## config.mk

```make
export PLATFORM = sky130hd
export DESIGN_NAME = fetch_unit
export DESIGN_NICKNAME = d
export VERILOG_FILES = /design/src/rtl/fetch_unit.sv
export SDC_FILE = /design/constraint.sdc
export NUM_CORES = 1
export LEC_CHECK = 0
export ABC_AREA = 1
export BUFFER_PORTS_ARGS = -buffer_cell sky130_fd_sc_hd__buf_2
export CAP_MARGIN = 20
export CORE_MARGIN = 3
export CORE_UTILIZATION = 40
export DETAILED_ROUTE_END_ITERATION = 12
export PLACE_DENSITY = 0.59
export SYNTH_ARGS = -nofsm -noshare
export SYNTH_HDL_FRONTEND = slang
export SYNTH_SLANG_ARGS = --single-unit
```

## constraint.sdc

```tcl
create_clock -name clk -period 4.4 [get_ports clk]
set_input_delay 0.88 -clock clk [delete_from_list [all_inputs] [get_ports clk]]
set_output_delay 0.88 -clock clk [all_outputs]
set_load 0.02 [all_outputs]
```

## src/rtl/fetch_unit.sv

```systemverilog
// fetch_unit: PC generator issuing single-outstanding imem fetches into a prefetch queue feeding decode.
module fetch_unit #(
  parameter int XLEN = 32,
  parameter int DEPTH = 4,
  parameter logic [XLEN-1:0] RESET_PC = '0,
  parameter int PC_INC = 4
) (
  input  logic                       clk,
  input  logic                       rst,
  input  logic                       redirect_en,
  input  logic [XLEN-1:0]            redirect_pc,
  output logic                       imem_req,
  output logic [XLEN-1:0]            imem_addr,
  input  logic                       imem_gnt,
  input  logic                       imem_rvalid,
  input  logic [31:0]                imem_rdata,
  output logic                       id_valid,
  output logic [XLEN-1:0]            id_pc,
  output logic [31:0]                id_instr,
  input  logic                       id_ready,
  output logic [$clog2(DEPTH):0]     fq_count
);
  localparam int AW = $clog2(DEPTH);
  localparam int CW = AW + 1;
  logic [XLEN-1:0] pc_fetch, req_pc;
  logic outstanding, discard, full, grant, push, pop;
  logic [AW-1:0] rptr, wptr;
  logic [XLEN-1:0] pc_q [DEPTH];
  logic [31:0] instr_q [DEPTH];
  always_comb begin
    full = fq_count == CW'(DEPTH);
    imem_req = !rst && !redirect_en && !outstanding && !full;
    imem_addr = pc_fetch;
    grant = imem_req && imem_gnt;
    push = !rst && !redirect_en && imem_rvalid && outstanding && !discard;
    id_valid = fq_count != '0;
    pop = !redirect_en && id_valid && id_ready;
    id_pc = id_valid ? pc_q[rptr] : '0;
    id_instr = id_valid ? instr_q[rptr] : 32'h0000_0013;
  end
  always_ff @(posedge clk) begin
    if (rst) begin
      pc_fetch <= RESET_PC;
      req_pc <= RESET_PC;
      outstanding <= 1'b0;
      discard <= 1'b0;
      rptr <= '0;
      wptr <= '0;
      fq_count <= '0;
    end else if (redirect_en) begin
      pc_fetch <= redirect_pc & ~XLEN'(3);
      rptr <= '0;
      wptr <= '0;
      fq_count <= '0;
      // a response already on the bus dies here; otherwise the stale one must be swallowed later
      if (imem_rvalid) begin
        outstanding <= 1'b0;
        discard <= 1'b0;
      end else if (outstanding) discard <= 1'b1;
    end else begin
      if (grant) begin
        outstanding <= 1'b1;
        req_pc <= pc_fetch;
        pc_fetch <= pc_fetch + XLEN'(PC_INC);
      end else if (imem_rvalid) begin
        outstanding <= 1'b0;
        discard <= 1'b0;
      end
      if (push) wptr <= wptr + AW'(1);
      if (pop) rptr <= rptr + AW'(1);
      fq_count <= fq_count + CW'(push) - CW'(pop);
    end
  end
  always_ff @(posedge clk)
    if (push) begin
      pc_q[wptr] <= req_pc;
      instr_q[wptr] <= imem_rdata;
    end
  // the credit rule (single outstanding, no issue when full) must keep pushes out of a full queue
  assert property (@(posedge clk) disable iff (rst) !(push && full));
endmodule

```

==> flow_summary.yaml <==
run_status:
  result_of_the_run: "complete, no violations"
cells_and_area:
  drive_gt1_frac: 0.1777
  final.fill_count: 3027
  nets: 1522
  regArea_um2: 8874
  multiInputGateArea_um2: 3866
  area_growth_pct: 17.37
global_route:
  grt_usage: 0.1735
  overflow: 0
  grt_max_degree: 71
  initial_antenna_violation_count: 0
  wire_length_of_the_first_global_routing_pass_um: 49380
  first_global_vias: 9020
cts:
  tritoncts: "built"
  clkSinkCount: 319
  clock_tree.htree_level_count: 2
  cts_repair_resize_count: 0
  cts_max_path_buffers: 3
  ctsHoldBuffers: 0
  clock_slew_at_the_register_clock_pins_of_the_worst_setup_and_hold_paths_ps: 60
  cts-buffers-inserted: 35
  post-cts-setup-buffer-count: 0
  cts_root_buf: "clkbuf_16"
  clkLatencyLatePin_ps: 500
timing:
  timing.hold.ws_ps: 468.7
  layout_min_cycle_time_ps: 3464
  max_clock_freq_mhz: 288.7
  setup_repair_after_global_routing_missed_its_margin: "no"
  timing.clock.skew_ps: 8.611
  relSlewSlack: 0.4215
  totalNegativeSetupSlack_ps: 0
  drv_slew: 0
  finalCritPeriodShare: 0.7872
  setup_violations: 0
  final-hold-violation-count: 0
  tightest_slew_ps: 867.7
floorplan:
  core_area_um2: 32700
  top_level_ports: 171
  row_count: 66
  chipWidth_um: 188.8
  die-area_um2: 35650
  initial_core_util: 0.4089
  die_h_um: 188.8
synthesis:
  syn-instance-count: 1293
  netlist_top_cells_area: "edfxtp_1 (56%), dfxtp_1 (11%), nor2_1 (8.8%), o21ai_0 (5.7%), nand2_1 (4.2%)"
  synth-edff-count: 248
  synth_flop_cell: "edfxtp_1"
  summed_instance_area_of_the_synthesized_netlist_um2: 13370
  yosys_register_bits: 319
  yosysTopAreaCell: "edfxtp_1"
  synth_most_common_cell: "nor2_1"
  ys_async_sr_fraction: 0
  synth.top_cell.area_share: 0.5570
  synth_commonest_cells: "nor2_1 (313), edfxtp_1 (248), o21ai_0 (153)"
  seq_area_frac_synth: 0.6633
  synth_warn: 0
  post_synth.cell_area_avg_um2: 10.34
  post_synth_num_cell_types: 40
critical_path:
  critPathLaunchType: "flip-flop"
  timing.setup.critical_path_class: "flip-flop to output pin"
  rr_endpoint: "fq_count[2]"
  required_ps: 3520
  r2r_setup_slack_ps: 1800
  critPathArrivalTime_ps: 2580
  cp-end-kind: "output pin"
  crit_path_max_fanout: 61
  ff2ff_path_depth: 11
  reg2reg_from: "fq_count[1]"
pwr:
  logic_gate_share_of_total_power: 0.035
  p_seq_frac: 0.535
  power_switching_mw: 1.297
  power.internal_mw: 4.905
  p_sw_frac: 0.2091
  pwr_density_cell_nw_per_um2: 395.3
  power.clock.fraction: 0.430
  worst_ir_drop_on_vdd_mv: 0.1869
  leakage_nw: 5.978
route:
  routed_wl_um: 31250
  routed-via-count: 9389
  drt-initial-drc-count: 588
  route.detailed.drc: 0
  vias_per_cell: 4.911
  detailedRoute.firstPassIterationCount: 5
  routed_wire_length_per_instance_um: 16.35
  detail_route_antenna_nets: 0
placed_design:
  portBuffers: 164
  hpwl_reported_at_the_end_of_detailed_placement_um: 18270
  place.gp.congestion: 0.8264
job:
  cap_violations: 0
hold_path:
  worstHoldPathCells: 2
  min_from: "rptr[1]"
  worstHoldPathType: "flip-flop to flip-flop"
==> power groups by stage <==
| stage | logic, mW | clock network (mW) | registers (mW) |
|---|---|---|---|
| final | 0.219 | 2.67 | 3.32 |
| after global routing | 0.247 | 2.87 | 3.32 |
| after CTS | 0.221 | 2.74 | 3.31 |
| after detailed placement | 0.220 | 0 | 3.38 |
| after global placement | 0.215 | 0 | 3.38 |
| after floorplan | 0.119 | 0 | 3.38 |
==> how the worst max path moves through the flow <==
stage                           start            end  slack, ps  cells after the start
after floorplan                   rst  instr_q[0][0]       -170                      6
after global placement    redirect_en    fq_count[2]       1000                     13
after detailed placement  redirect_en    fq_count[2]        980                     13
after CTS                   flip-flop      id_pc[20]        880                      6
after global routing        flip-flop   id_instr[18]        690                      6
final                       flip-flop   id_instr[24]        940                      6
==> state kept, by name (all words and copies together), names as in the netlist, named ones only <==
signal	cells
wptr	2
discard	1
pc_q	120
instr_q	128
outstanding	1
req_pc	30
imem_addr	30
rptr	2
fq_count	3
==> critical path, cell delays in order, from the launching register on <==
cell     delay, ps
dfxtp_4        770
buf_4          520
nor2_1          90
nor2_1          90
o21ai_0        100
a21oi_1        240
buf_2          200
==> kinds of logic after synthesis <==
group,after synthesis,share of synthesized area
AO/OA/AOI/OAI,274,0.1086
flip-flops,319,0.6633
AND/OR/NAND/NOR,529,0.1621
other,1,0.0002805
adder cells (fa/ha/maj),8,0.008048
XOR/XNOR,10,0.006550
buffers and inverters,152,0.05109
==> metrics by stage <==
stage	area (um2)	cells	util	setup WS [ps]	total power, mW
3_3_place_gp	14650	1849	0.4479	1003	3.592
4_1_cts	15690	1911	0.4798	884.3	6.280
2_1_floorplan	13380	1296	-	-171.7	3.503
5_1_grt	15690	1911	0.4798	693.3	6.433
6_report	15690	1912	0.4799	936.4	6.203
3_5_place_dp	14650	1849	0.4479	980.2	3.597
==> placed cells by master, fill, tap and decap left out, types with 2 or more instances in the layout <==
| cell | instances |
|---|---|
| edfxtp_1 | 248 |
| clkbuf_16 | 35 |
| xnor2_1 | 4 |
| clkbuf_1 | 9 |
| nand3b_1 | 7 |
| a21oi_1 | 102 |
| o21ai_0 | 153 |
| buf_4 | 13 |
| buf_12 | 6 |
| o211ai_1 | 2 |
| o211a_1 | 2 |
| nor2_2 | 6 |
| nand4_1 | 6 |
| dfxtp_1 | 69 |
| nor3_1 | 3 |
| inv_6 | 3 |
| clkinv_1 | 10 |
| clkbuf_8 | 2 |
| a211oi_2 | 6 |
| nand2_1 | 151 |
| nand3_1 | 30 |
| o311ai_0 | 3 |
| buf_2 | 164 |
| a31oi_1 | 4 |
| nor2_1 | 309 |
| inv_1 | 75 |
| conb_1 | 4 |
| xor2_1 | 6 |
| inv_2 | 2 |
| nand3_2 | 2 |
| nor2_4 | 11 |
| clkinv_2 | 3 |
| ha_1 | 7 |
==> final cells by class <==
class                           instances  share of cell area
Sequential cell                       319              0.5655
Antenna cell                            1           0.0001595
Clock buffer                           46             0.05972
Multi-Input combinational cell        825              0.2464
Inverter                               80             0.02001
Clock inverter                         16            0.006857
Timing Repair Buffer                  183             0.06618
Tap cell                              442             0.03524
==> metal layers <==
| layer | track usage | part of all wire | vias up |
|---|---|---|---|
| li1 | - | - | 4697 |
| met1 | 0.2424 | 0.46 | 4380 |
| met2 | 0.2785 | 0.46 | 261 |
| met3 | 0.03423 | 0.060 | 51 |
| met4 | 0.04669 | 0.021 | 0 |
| met5 | 0 | 0 | - |
(Power assumes the default switching activity.)
